### src/rtl/seg7_to_time.sv
`default_nettype none
// ============================================================================
// Module   : seg7_to_time
// Purpose  : Converts six 7-segment digit patterns (hh:mm:ss) back into binary
//            hours, minutes and seconds. Each digit is looked up to BCD, then
//            the two-digit BCD fields are turned into binary with reverse
//            double-dabble and range-checked before the outputs are updated.
// Revision : 1.0 - initial release
// ============================================================================
module seg7_to_time #(
    parameter int S_MAX = 59,
    parameter int M_MAX = 59,
    parameter int H_MAX = 23
) (
    input  logic       clk,
    input  logic       reset,
    input  logic [6:0] seg_s1,
    input  logic [6:0] seg_s2,
    input  logic [6:0] seg_m1,
    input  logic [6:0] seg_m2,
    input  logic [6:0] seg_h1,
    input  logic [6:0] seg_h2,
    input  logic       d_in_ready,
    output logic [5:0] time_s,
    output logic [5:0] time_m,
    output logic [5:0] time_h,
    output logic       ready,
    output logic       error,
    output logic       busy
);

    localparam logic [6:0] c_s_max = 7'(S_MAX);
    localparam logic [6:0] c_m_max = 7'(M_MAX);
    localparam logic [6:0] c_h_max = 7'(H_MAX);

    typedef enum logic [2:0] {
        S_IDLE    = 3'd0,
        S_DECODE  = 3'd1,
        S_CONVERT = 3'd2,
        S_CHECK   = 3'd3,
        S_COMMIT  = 3'd4,
        S_DONE    = 3'd5
    } state_t;

    state_t     r_state;
    // Captured patterns, ordered s1, s2, m1, m2, h1, h2 (ones before tens).
    logic [6:0] r_seg [6];
    // Per field {bcd[7:0], bin[7:0]}; the extra binary bit lets all eight BCD
    // bits pass fully into the binary half over the eight shift iterations.
    logic [15:0] r_sr [3];
    logic [2:0] r_iter;
    logic       r_digit_err;
    logic       r_err;
    logic [5:0] r_time_s;
    logic [5:0] r_time_m;
    logic [5:0] r_time_h;
    logic       r_ready;
    logic       r_error;
    logic       r_busy;

    logic [4:0]  w_lk [6];
    logic [15:0] w_step [3];

    // Pattern to {illegal, bcd digit}; blank reads as zero so a blinked-off
    // display still converts.
    function automatic logic [4:0] f_lookup(input logic [6:0] pat);
        logic [4:0] res;
        case (pat)
            7'h00:   res = {1'b0, 4'd0};
            7'h3F:   res = {1'b0, 4'd0};
            7'h06:   res = {1'b0, 4'd1};
            7'h5B:   res = {1'b0, 4'd2};
            7'h4F:   res = {1'b0, 4'd3};
            7'h66:   res = {1'b0, 4'd4};
            7'h6D:   res = {1'b0, 4'd5};
            7'h7D:   res = {1'b0, 4'd6};
            7'h07:   res = {1'b0, 4'd7};
            7'h7F:   res = {1'b0, 4'd8};
            7'h6F:   res = {1'b0, 4'd9};
            default: res = {1'b1, 4'd0};
        endcase
        return res;
    endfunction

    // One reverse double-dabble iteration: shift right, then correct nibbles.
    function automatic logic [15:0] f_step(input logic [15:0] v);
        logic [15:0] t;
        t = v >> 1;
        if (t[15:12] >= 4'd8) t[15:12] = t[15:12] - 4'd3;
        if (t[11:8]  >= 4'd8) t[11:8]  = t[11:8]  - 4'd3;
        return t;
    endfunction

    // Digit lookups and next conversion step for all fields in parallel.
    always_comb begin
        for (int i = 0; i < 6; i++) begin
            w_lk[i] = f_lookup(r_seg[i]);
        end
        for (int j = 0; j < 3; j++) begin
            w_step[j] = f_step(r_sr[j]);
        end
    end

    // Request sequencer: capture, decode, convert, check, commit, report.
    always_ff @(posedge clk) begin
        if (!reset) begin
            r_state     <= S_IDLE;
            r_iter      <= 3'd0;
            r_digit_err <= 1'b0;
            r_err       <= 1'b0;
            r_time_s    <= 6'd0;
            r_time_m    <= 6'd0;
            r_time_h    <= 6'd0;
            r_ready     <= 1'b0;
            r_error     <= 1'b0;
            r_busy      <= 1'b0;
            for (int i = 0; i < 6; i++) r_seg[i] <= 7'd0;
            for (int j = 0; j < 3; j++) r_sr[j] <= 16'd0;
        end else begin
            r_ready <= 1'b0;
            case (r_state)
                S_IDLE: begin
                    if (d_in_ready) begin
                        r_seg[0] <= seg_s1;
                        r_seg[1] <= seg_s2;
                        r_seg[2] <= seg_m1;
                        r_seg[3] <= seg_m2;
                        r_seg[4] <= seg_h1;
                        r_seg[5] <= seg_h2;
                        r_busy   <= 1'b1;
                        r_state  <= S_DECODE;
                    end
                end
                S_DECODE: begin
                    for (int j = 0; j < 3; j++) begin
                        r_sr[j] <= {w_lk[2*j+1][3:0], w_lk[2*j][3:0], 8'h00};
                    end
                    r_digit_err <= w_lk[0][4] | w_lk[1][4] | w_lk[2][4] |
                                   w_lk[3][4] | w_lk[4][4] | w_lk[5][4];
                    r_iter      <= 3'd0;
                    r_state     <= S_CONVERT;
                end
                S_CONVERT: begin
                    for (int j = 0; j < 3; j++) r_sr[j] <= w_step[j];
                    r_iter <= r_iter + 3'd1;
                    if (r_iter == 3'd7) r_state <= S_CHECK;
                end
                S_CHECK: begin
                    // Compare the full 7-bit values so 64..99 cannot alias.
                    r_err   <= r_digit_err |
                               (r_sr[0][6:0] > c_s_max) |
                               (r_sr[1][6:0] > c_m_max) |
                               (r_sr[2][6:0] > c_h_max);
                    r_state <= S_COMMIT;
                end
                S_COMMIT: begin
                    if (!r_err) begin
                        r_time_s <= r_sr[0][5:0];
                        r_time_m <= r_sr[1][5:0];
                        r_time_h <= r_sr[2][5:0];
                    end
                    r_error <= r_err;
                    r_ready <= 1'b1;
                    r_state <= S_DONE;
                end
                S_DONE: begin
                    if (d_in_ready) begin
                        r_seg[0] <= seg_s1;
                        r_seg[1] <= seg_s2;
                        r_seg[2] <= seg_m1;
                        r_seg[3] <= seg_m2;
                        r_seg[4] <= seg_h1;
                        r_seg[5] <= seg_h2;
                        r_state  <= S_DECODE;
                    end else begin
                        r_busy  <= 1'b0;
                        r_state <= S_IDLE;
                    end
                end
                default: r_state <= S_IDLE;
            endcase
        end
    end

    assign time_s = r_time_s;
    assign time_m = r_time_m;
    assign time_h = r_time_h;
    assign ready  = r_ready;
    assign error  = r_error;
    assign busy   = r_busy;

endmodule
`default_nettype wire

### config.mk
export PLATFORM = sky130hd
export DESIGN_NAME = seg7_to_time
export DESIGN_NICKNAME = d
export VERILOG_FILES = /design/src/rtl/seg7_to_time.sv
export SDC_FILE = /design/constraint.sdc
export NUM_CORES = 1
export LEC_CHECK = 0
export CAP_MARGIN = 10
export CORE_UTILIZATION = 60
export DETAILED_ROUTE_END_ITERATION = 8
export HOLD_SLACK_MARGIN = 0.1
export PLACE_DENSITY = 0.84
export REMOVE_ABC_BUFFERS = 1
export SLEW_MARGIN = 15
export SYNTH_ARGS = -nofsm -noshare
export SYNTH_HDL_FRONTEND = slang
export SYNTH_SLANG_ARGS = --single-unit
### constraint.sdc
create_clock -name clk -period 4.4 [get_ports clk]
set_clock_uncertainty 0.2 [all_clocks]
set_input_delay 0.44 -clock clk [delete_from_list [all_inputs] [get_ports clk]]
set_output_delay 0.44 -clock clk [all_outputs]
set_load 0.01 [all_outputs]
==> results of run 1 <==
## critical path, delay by kind of cell (launching register included)
kind                   cells  cell delay, ns
buffers and inverters      2            1.34
and+or+nand+nor            2            0.44
DFF                        1            0.41
AOI/OAI and AO/OA          1            0.10
## power breakdown
| group | internal [W] | switching (W) | leakage (nW) |
|---|---|---|---|
| logic | 0.000129 | 0.000140 | 1.15 |
| clock network | 0.000941 | 0.000464 | 0.312 |
| registers | 0.00131 | 0.000101 | 1.20 |
| total | 0.00238 | 0.000705 | 2.67 |
## final cells by class
class / count / share of cell area
clock buffer: 27 / 0.0806
clock inverter: 5 / 0.00682
inverter: 15 / 0.00787
multi-input combinational: 387 / 0.327
sequential: 119 / 0.459
tap: 129 / 0.0226
timing repair buffer: 70 / 0.0962
## how the worst max path moves through the flow
stage               slack, ns               startpoint  cells past startpoint                        end
floorplan                2.02                    reset                      3   r_sr[0][0]$_SDFFCE_PN0P_
CTS                      1.59  r_state[1]$_SDFFE_PN0P_                      5      r_sr[0][14]$_DFFE_PP_
global placement         1.24                    reset                      5  r_sr[0][31]$_SDFFCE_PP0P_
finish                   1.63  r_state[1]$_SDFFE_PN0P_                      5      r_sr[0][14]$_DFFE_PP_
global route             1.35  r_state[1]$_SDFFE_PN0P_                      5      r_sr[0][14]$_DFFE_PP_
detailed placement       1.17                    reset                      5      r_sr[0][14]$_DFFE_PP_
## logic make-up (layout without fill, tap and decap cells)
family,count (synthesis),after routing,share of synthesized area
compound gates,107,107,0.119
flops,119,119,0.566
buf+inv,47,117,0.0319
xor+xnor,14,14,0.0211
mux,6,6,0.0106
fa+ha+maj,8,8,0.0172
simple gates,252,252,0.235
## metrics by stage
| step | cell area, µm² | instances | power [W] |
|---|---|---|---|
| 2_1_floorplan | 5670 | 521 | 0.00157 |
| 3_3_place_gp | 6530 | 720 | 0.00167 |
| 3_5_place_dp | 6530 | 720 | 0.00169 |
| 4_1_cts | 7150 | 752 | 0.00309 |
| 5_1_grt | 7160 | 752 | 0.00318 |
| 6_report | 7160 | 752 | 0.00308 |
## flip-flops by register name, indices dropped and copies added (netlist names)
register and flops:
busy 1, error 1, r_digit_err 1, r_err 1, r_iter 3, r_seg 42
r_sr 48, r_state 3, ready 1, time_h 6, time_m 6, time_s 6
## routing by layer
layer	routed length, µm	share of wire	GRT usage
met3	532	0.046	0.0515
met1	4870	0.42	0.294
met2	6120	0.52	0.439
met5	0	0	0
met4	146	0.013	0.0747
## cells in the mapped netlist (5+ instances only)
master    number
a21o_1         5
a21oi_1       33
a31oi_1        7
a32o_1         6
and2_1        44
and3_1        29
buf_2          6
clkbuf_1      24
dfxtp_1       29
edfxtp_1      90
ha_1           8
inv_1         14
mux2i_1        5
nand2_1       69
nand3_1       18
nand4_1        6
nor2_1        29
nor2b_1        7
nor3_1         9
nor4_1         8
o21ai_0       21
o22ai_1       10
xnor2_1       10
==> summary.md, run 1 <==
| Metric | Value |
|---|---|
| Status | completed |
| Clock Latency Late Sink | 0.52 ns |
| Post-DP HPWL | 7340 µm |
| Longest Clk Path Bufs | 2 |
| Hold endpoint | time_s[4]$_SDFFE_PN0P_ |
| Die area | 10100 µm² |
| Rows | 35 |
| Post-synth EDFFs | 90 |
| Worst Setup End Kind | flip-flop |
| Cells after Synth | 553 |
| TritonRoute pass-1 iters | 5 |
| Port-buffer cells | 65 |
| Hold crit path type | reg2reg |
| Share of cells above drive strength 1 | 0.0738 |
| Most frequent cells in the layout | edfxtp_1 (90), nand2_1 (69), clkdlybuf4s50_1 (65) |
| Area of the core | 9280 µm² |
| Initial antenna violation count | 0 |
| Pwr dens | 431 nW/µm² |
| Max-Cap Viols | 0 |
| Drt initial violations | about 360 |
| Number of global-route vias before repair | 4039 |
| FF-to-FF End | r_sr[0][14]$_DFFE_PP_ |
| WS Path Type | reg2reg |
| Max-slew headroom | 0.326 |
| Peak supply drop | 293 µV |
| Worst R2R Start | r_state[1]$_SDFFE_PN0P_ |
| Top FF cell, synth | edfxtp_1 |
| CTS tree | done |
| Final worst setup slack | 1.63 ns |
| Detailed Route WL | 11700 µm |
| GPL Wtd Cong | 0.932 |
| DR DRC count | 0 |
| GR Util All Layers | 0.244 |
| Hold Path Origin | time_s[4]$_SDFFE_PN0P_ |
| Worst EP required | 4.46 ns |
| Commonest non-fill, non-tap cell in the layout | edfxtp_1 |
| Vias per cell | 5.85 |
| Synthesis-to-layout area growth | 23.3% |
| Setup-failing EPs final | 0 |
| Hold Vio Cnt, Final | 0 |
| Reg2reg path depth | 5 |
| Grt total ovfl | 0 |
| Pin count of the biggest net entering global routing | 43 |
| Num CTS Buffers | 17 |
| Final Slew Violations | 0 |
| Synth top area cells | edfxtp_1 (47%), dfxtp_1 (10%), and2_1 (4.7%) |
| Yosys top cell area share | 0.466 |
| First-pass GRT wire length | between 15000 and 20000 µm |
| Filler cell count | 607 |
| WHS Path Cells | 2 |
| Synth Register Bits | 119 |
| Nets@finish | 663 |
| Final Critical Period | 2.77 ns |
| Postcts setup bufs | 0 |
| Ant diodes | 0 |
| Mean Syn Cell Area | 10.5 µm² |
| Worst Tran Pin Value | 1.00 ns |
| Antenna viol nets, final | 0 |
| CP Cell Sequence | nand2b_1 > a21oi_1 > nor2_1 > clkinv_1 > buf_4 |
| Worst EP arrival | around 2.8 ns |
| R2R Setup Slk | 1.63 ns |
| RSZ-0062 raised after global routing | false |
| Pre-CTS WS | 1.17 ns |
| Worst-path clk slew | 0.06 ns |
| CTS resizes | 0 |
| Worst path slowest cell | clkinv_1 |
| Post-layout util | 0.771 |
| Final hold slack | between 0.2 and 0.3 ns |
| Ys Warns | 0 |
| Vias | between 4000 and 5000 |
| Synth async-reset ratio | 0 |
| Multi-input logic area | 2340 µm² |
| # IOs | 66 |
| H-tree Lvls | 4 |
| Static leakage | roughly 2.7 nW |
| Hold_buf cts | 0 |
| Root cell of the clock tree | clkbuf_8 |
| Seq/Total Area, Yosys | 0.566 |
| Fmax | 361 MHz |
| Wirelength per Cell | 15.5 µm |
| Sum Neg Setup Slack | 0 ns |
| Initial Util | 0.625 |
| Period utilisation layout | 0.630 |
| Post-synth top area cell | edfxtp_1 |
| Die Y | 100 µm |
| Sinks on the clock net | 119 |
| Largest stage delay on the critical path | about 0.84 ns |
| Synth unique cells | 58 |
| Netlist Area Pre-Place | 5800 µm² |
| Register area | 3280 µm² |
| Die Wd | 100 µm |
| Largest fanout on the critical path | 30 |
| Crit start category | flip-flop |
(Power assumes the default switching activity.)
==> run 2: changes to the inputs <==
--- a/config.mk
+++ b/config.mk
@@ -6,10 +6,10 @@
 export NUM_CORES = 1
 export LEC_CHECK = 0
 export CAP_MARGIN = 10
-export CORE_UTILIZATION = 60
+export CORE_UTILIZATION = 51
 export DETAILED_ROUTE_END_ITERATION = 8
 export HOLD_SLACK_MARGIN = 0.1
-export PLACE_DENSITY = 0.84
+export PLACE_DENSITY = 0.76
 export REMOVE_ABC_BUFFERS = 1
 export SLEW_MARGIN = 15
 export SYNTH_ARGS = -nofsm -noshare
==> constraint.sdc (replaced) <==
create_clock -name clk -period 2.54 [get_ports clk]
set_clock_uncertainty 0.2 [all_clocks]
set_input_delay 0.254 -clock clk [delete_from_list [all_inputs] [get_ports clk]]
set_output_delay 0.254 -clock clk [all_outputs]
set_load 0.01 [all_outputs]
==> run 2 against run 1 <==
Net effect: setup slack worse by 1.5 ns; register-to-register slack worse by 1.5 ns; critical path type unchanged; combinational power is 75% higher; largest cell class unchanged; via count is 0.18% higher; total power is 72% higher; cell count is 2.3% higher.
==> summary.md, run 2 (synthesis results as in run 1) <==
| Metric | Value |
|---|---|
| Status | completed |
| Nets@finish | 669 |
| Drt initial violations | 296 |
| Largest stage delay on the critical path | 0.63 ns |
| Setup-failing EPs final | 0 |
| Worst Tran Pin Value | 0.772 ns |
| Ant diodes | 0 |
| Number of global-route vias before repair | about 4200 |
| Filler cell count | 848 |
| Commonest non-fill, non-tap cell in the layout | edfxtp_1 |
| Postcts setup bufs | 0 |
| WS Path Type | reg2reg |
| Num CTS Buffers | 17 |
| Crit start category | flip-flop |
| Hold_buf cts | 0 |
| Longest Clk Path Bufs | 2 |
| Max-slew headroom | 0.485 |
| Fmax | 423 MHz |
| Peak supply drop | 358 µV |
| Pwr dens | 736 nW/µm² |
| Multi-input logic area | 2340 µm² |
| H-tree Lvls | 4 |
| Port-buffer cells | 65 |
| Hold crit path type | reg2reg |
| Vias per cell | 5.73 |
| Sinks on the clock net | 119 |
| Most used cell, CP | nor4_1 |
| Wirelength per Cell | about 15 µm |
| Initial antenna violation count | 0 |
| Static leakage | 2.69 nW |
| Die area | 11800 µm² |
| Grt total ovfl | 0 |
| Area of the core | between 10000 and 15000 µm² |
| Final Critical Period | 2.36 ns |
| Die Y | 109 µm |
| Max reg flops | 48 |
| Worst-path clk slew | 0.06 ns |
| Max-Cap Viols | 0 |
| Antenna viol nets, final | 0 |
| Final Slew Violations | 0 |
| Worst path slowest cell | nor4_1 |
| RSZ-0062 raised after global routing | false |
| Initial Util | 0.528 |
| GR Util All Layers | 0.212 |
| Period utilisation layout | 0.931 |
| Final hold slack | 0.254 ns |
| CP Cell Sequence | nor3b_1 > a21oi_1 > nor3_1 > nor4_1 > nor4_1 > a21o_1 |
| Pin count of the biggest net entering global routing | 43 |
| Share of cells above drive strength 1 | 0.0874 |
| GPL Wtd Cong | between 0.8 and 0.9 |
| Top flop regs | r_sr x48, r_seg x42 |
| Clock Latency Late Sink | 0.41 ns |
| Root cell of the clock tree | clkbuf_16 |
| Most frequent cells in the layout | edfxtp_1 (90), nand2_1 (69), clkdlybuf4s50_1 (65) |
| # IOs | 66 |
| Hold Vio Cnt, Final | 0 |
| Largest fanout on the critical path | 7 |
| Post-DP HPWL | 7550 µm |
| Top reg by flops | r_sr |
| TritonRoute pass-1 iters | 5 |
| Register area | 3280 µm² |
| Die Wd | approximately 110 µm |
| R2R Setup Slk | 0.18 ns |
| CTS tree | done |
| First-pass GRT wire length | 19300 µm |
| Worst Setup End Kind | flip-flop |
| Worst EP arrival | 2.32 ns |
| Rows | 38 |
| Vias | roughly 4400 |
| CTS resizes | 0 |
| Synthesis-to-layout area growth | 24.3% |
| DR DRC count | 0 |
| Detailed Route WL | 11500 µm |
| Worst EP required | 2.50 ns |
| Sum Neg Setup Slack | 0 ns |
-- run 2: critical path: cells and delay by family (launching register included) --
family          cells  cell delay (ns)
compound gates      2             0.37
simple gates        4             1.06
flops               1             0.48
-- run 2: final cells by class --
| class | count | area share |
|---|---|---|
| clock buffers | 22 | 0.0748 |
| clock inverters | 10 | 0.0102 |
| inverters | 15 | 0.00781 |
| multi-input cells | 387 | 0.324 |
| flip-flops and latches | 119 | 0.455 |
| well taps | 140 | 0.0243 |
| repair buffers | 76 | 0.103 |
-- run 2: worst paths after layout --
path	from	end	cells after the start
setup / recovery	r_seg[3][1]$_SDFFCE_PN0P_	r_sr[0][28]$_DFFE_PP_	6
hold / removal	error$_SDFFE_PN0P_	error$_SDFFE_PN0P_	2
setup reg to reg	r_seg[3][1]$_SDFFCE_PN0P_	r_sr[0][28]$_DFFE_PP_	6
hold reg to reg	error$_SDFFE_PN0P_	error$_SDFFE_PN0P_	2
-- run 2: routing by layer --
| layer | vias to the layer above | share of wire | GRT usage |
|---|---|---|---|
| met4 | 0 | 0.020 | 0.0956 |
| met1 | 2090 | 0.43 | 0.262 |
| met5 | - | 0 | 0 |
| met3 | 23 | 0.041 | 0.0353 |
| met2 | 145 | 0.51 | 0.363 |
| li1 | 2150 | - | - |
-- run 2: power breakdown --
group	switching (W)	internal, W
logic	0.000239	0.000231
clock network	0.000888	0.00152
registers	0.000170	0.00227
total	0.00130	0.00401
-- run 2: per-stage QoR --
| stage | std cells | cell area [µm²] | power [W] | utilization | setup slack (ns) |
|---|---|---|---|---|---|
| after CTS | 769 | 7210 | 0.00534 | 0.657 | 0.173 |
| after floorplan | 521 | 5670 | 0.00272 | - | 0.200 |
| final | 769 | 7210 | 0.00531 | 0.657 | 0.176 |
| after global placement | 737 | 6600 | 0.00291 | 0.601 | 0.263 |
| after global routing | 769 | 7210 | 0.00550 | 0.657 | 0.0779 |
| after detailed placement | 737 | 6600 | 0.00294 | 0.601 | 0.257 |
==> run 3: changes to the inputs <==
--- a/config.mk
+++ b/config.mk
@@ -6,6 +6,7 @@
 export NUM_CORES = 1
 export LEC_CHECK = 0
 export CAP_MARGIN = 10
+export CORE_MARGIN = 3
 export CORE_UTILIZATION = 51
 export DETAILED_ROUTE_END_ITERATION = 8
 export HOLD_SLACK_MARGIN = 0.1
==> run 3 against run 2 <==
Net effect: die area rose by 7.5%; largest power group unchanged; cell count rose by 0.13%; total power fell by 1.3%; critical endpoint unchanged; combinational power barely moved; non-clock buffer count rose by 1; largest cell class unchanged; critical path type unchanged; sequential cell count did not move; clock-buffer cell count rose by 3; setup slack improved by 0.060 ns; global-route usage fell by 2.0 points.
==> summary.md, run 3 (synthesis results as in run 1) <==
| Metric | Value |
|---|---|
| Nets@finish | 670 |
| First-pass GRT wire length | 19600 µm |
| Worst EP required | 2.61 ns |
| Die Wd | 113 µm |
| Initial Util | 0.528 |
| Reg power frac | 0.465 |
| Wirelength per Cell | 15.2 µm |
| Met3 wire len | 653 µm |
| Power share of the combinational group | 0.090 |
| H-tree Lvls | 4 |
| Setup-failing EPs final | 0 |
| Worst EP arrival | between 2 and 2.5 ns |
| WHS Path Cells | 2 |
| Vias per cell | about 5.7 |
| Root cell of the clock tree | clkbuf_16 |
| Number of global-route vias before repair | 4319 |
| Post-layout util | 0.655 |
| TritonRoute pass-1 iters | 5 |
| Post-DP HPWL | about 7900 µm |
| Static leakage | 2.69 nW |
| Detailed Route WL | 11700 µm |
| Crit start category | flip-flop |
| Hold_buf cts | 0 |
| Sinks on the clock net | 119 |
| # IOs | 66 |
| Pwr dens | around 730 nW/µm² |
| Worst path slowest cell | or4_4 |
| Share of cells above drive strength 1 | 0.0841 |
| Commonest non-fill, non-tap cell in the layout | edfxtp_1 |
| Die Y | 113 µm |
| Max-slew headroom | 0.591 |
| Longest Clk Path Bufs | 2 |
| Final Instance Count excl. Fillers | 770 |
| Worst Tran Pin Value | ~0.61 ns |
| Top reg by flops | r_sr |
| Most frequent cells in the layout | edfxtp_1 (90), nand2_1 (69), clkdlybuf4s50_1 (65) |
| Delay-heaviest family, CP | simple AND/OR/NAND/NOR gates |
| Max reg flops | 48 |
| Largest fanout on the critical path | 7 |
| Initial antenna violation count | 0 |
| Sw Ratio | 0.231 |
| CP bufs+invs | 0 |
| Final Slew Violations | 0 |
| CP Cell Sequence | or4_4 > o22ai_1 > nor4_1 > nor4_1 > a21o_1 |
| Grt total ovfl | 0 |
| Tot Pwr | 0.00524 W |
| Switch Pwr | approximately 0.0012 W |
| Clock power share | 0.445 |
| Sum Neg Setup Slack | 0 ns |
| Final Critical Period | roughly 2.3 ns |
| Pin count of the biggest net entering global routing | 49 |
| GR Util All Layers | 0.192 |
| Wl on met1 | between 4000 and 5000 µm |
| Vias | 4374 |
| Fmax | 434 MHz |
| Worst R2R Start | r_seg[3][4]$_SDFFCE_PN0P_ |
| RSZ-0062 raised after global routing | false |
| Clock Latency Late Sink | 0.41 ns |
| CTS tree | done |
| Hold Path Origin | time_s[3]$_SDFFE_PN0P_ |
| Hold endpoint | time_s[3]$_SDFFE_PN0P_ |
| Met2 WL | 5920 µm |
| Num CTS Buffers | 17 |
| Hold Vio Cnt, Final | 0 |
| GPL Wtd Cong | around 0.85 |
| Worst-path clk slew | approximately 0.050 ns |
| Period utilisation layout | 0.907 |
| Drt initial violations | 283 |
| Top Metal Used | met4 |
| Rows | 38 |
| FF-to-FF End | r_sr[0][28]$_DFFE_PP_ |
| Area of the core | roughly 11000 µm² |
| Reg2reg path depth | 5 |
| WS Path Type | reg2reg |
| Largest stage delay on the critical path | 0.58 ns |
| Status | completed |
| Most used cell, CP | nor4_1 |
| Port-buffer cells | 65 |
| Worst Setup End Kind | flip-flop |
| Hold crit path type | reg2reg |
| Antenna viol nets, final | 0 |
| Synthesis-to-layout area growth | 24.0% |
| Internal power | 0.00403 W |
| Die area | 12700 µm² |
| Postcts setup bufs | 0 |
| Placed insts | ~740 |
| DR DRC count | 0 |
| Top flop regs | r_sr x48, r_seg x42 |
| Peak supply drop | between 400 and 500 µV |
| Ant diodes | 0 |
| CTS resizes | 0 |
| R2R Setup Slk | 0.24 ns |
| Max-Cap Viols | 0 |
-- run 3: changes by cell type in the layout (fill, tap and decap cells not counted), sizes merged --
cell      delta
bufinv       +1
inv          -5
clkinvlp     -1
clkbuf       +3
clkinv       +2
buf          +1
-- run 3: how the worst max path moves through the flow --
stage               depth (start not counted)  slack, ns                       from                       end
floorplan                                   4       0.20    r_state[0]$_SDFFE_PN0P_  r_sr[0][0]$_SDFFCE_PN0P_
global placement                            5       0.44  r_seg[3][4]$_SDFFCE_PN0P_  r_digit_err$_SDFFE_PN0P_
detailed placement                          5       0.39  r_seg[3][4]$_SDFFCE_PN0P_     r_sr[0][28]$_DFFE_PP_
CTS                                         5       0.26  r_seg[3][4]$_SDFFCE_PN0P_     r_sr[0][28]$_DFFE_PP_
global route                                5       0.20  r_seg[3][4]$_SDFFCE_PN0P_     r_sr[0][28]$_DFFE_PP_
finish                                      5       0.24  r_seg[3][4]$_SDFFCE_PN0P_     r_sr[0][28]$_DFFE_PP_
-- run 3: worst reg2reg max path: cells and delay by family, from the launching register on --
kind / cells / cell delay [ns]
AND/OR/NAND/NOR: 3 / 1.10
flip-flops: 1 / 0.49
AO/OA/AOI/OAI: 2 / 0.37
-- run 3: cell type report --
| cell class | count | area (µm²) |
|---|---|---|
| Clock buffer | 25 | 528 |
| Clock inverter | 7 | 62.6 |
| Fill cell | 830 | 3790 |
| Inverter | 15 | 56.3 |
| Multi-Input combinational cell | 387 | 2340 |
| Sequential cell | 119 | 3280 |
| Tap cell | 140 | 175 |
| Timing Repair Buffer | 77 | 753 |
-- run 3: through the flow --
step / hold slack [ns] / setup slack (ns) / cell area (µm²)
5_1_grt: 0.270 / 0.200 / 7200
3_3_place_gp: 0.243 / 0.435 / 6610
2_1_floorplan: 0.176 / 0.200 / 5670
4_1_cts: 0.256 / 0.259 / 7200
3_5_place_dp: 0.249 / 0.391 / 6610
6_report: 0.251 / 0.237 / 7200
-- run 3: power groups by stage --
stage                     Sequential [W]  Clock, W  Combinational, W
after floorplan                  0.00243         0          0.000291
after global placement           0.00246         0          0.000452
after detailed placement         0.00247         0          0.000471
after CTS                        0.00243   0.00237          0.000477
after global routing             0.00246   0.00245          0.000526
final                            0.00244   0.00233          0.000473
-- run 3: per-layer routing --
metal,track usage,vias to the layer above
li1,-,2158
met1,0.225,2054
met2,0.329,143
met3,0.0544,19
met4,0.0817,0
met5,0,-
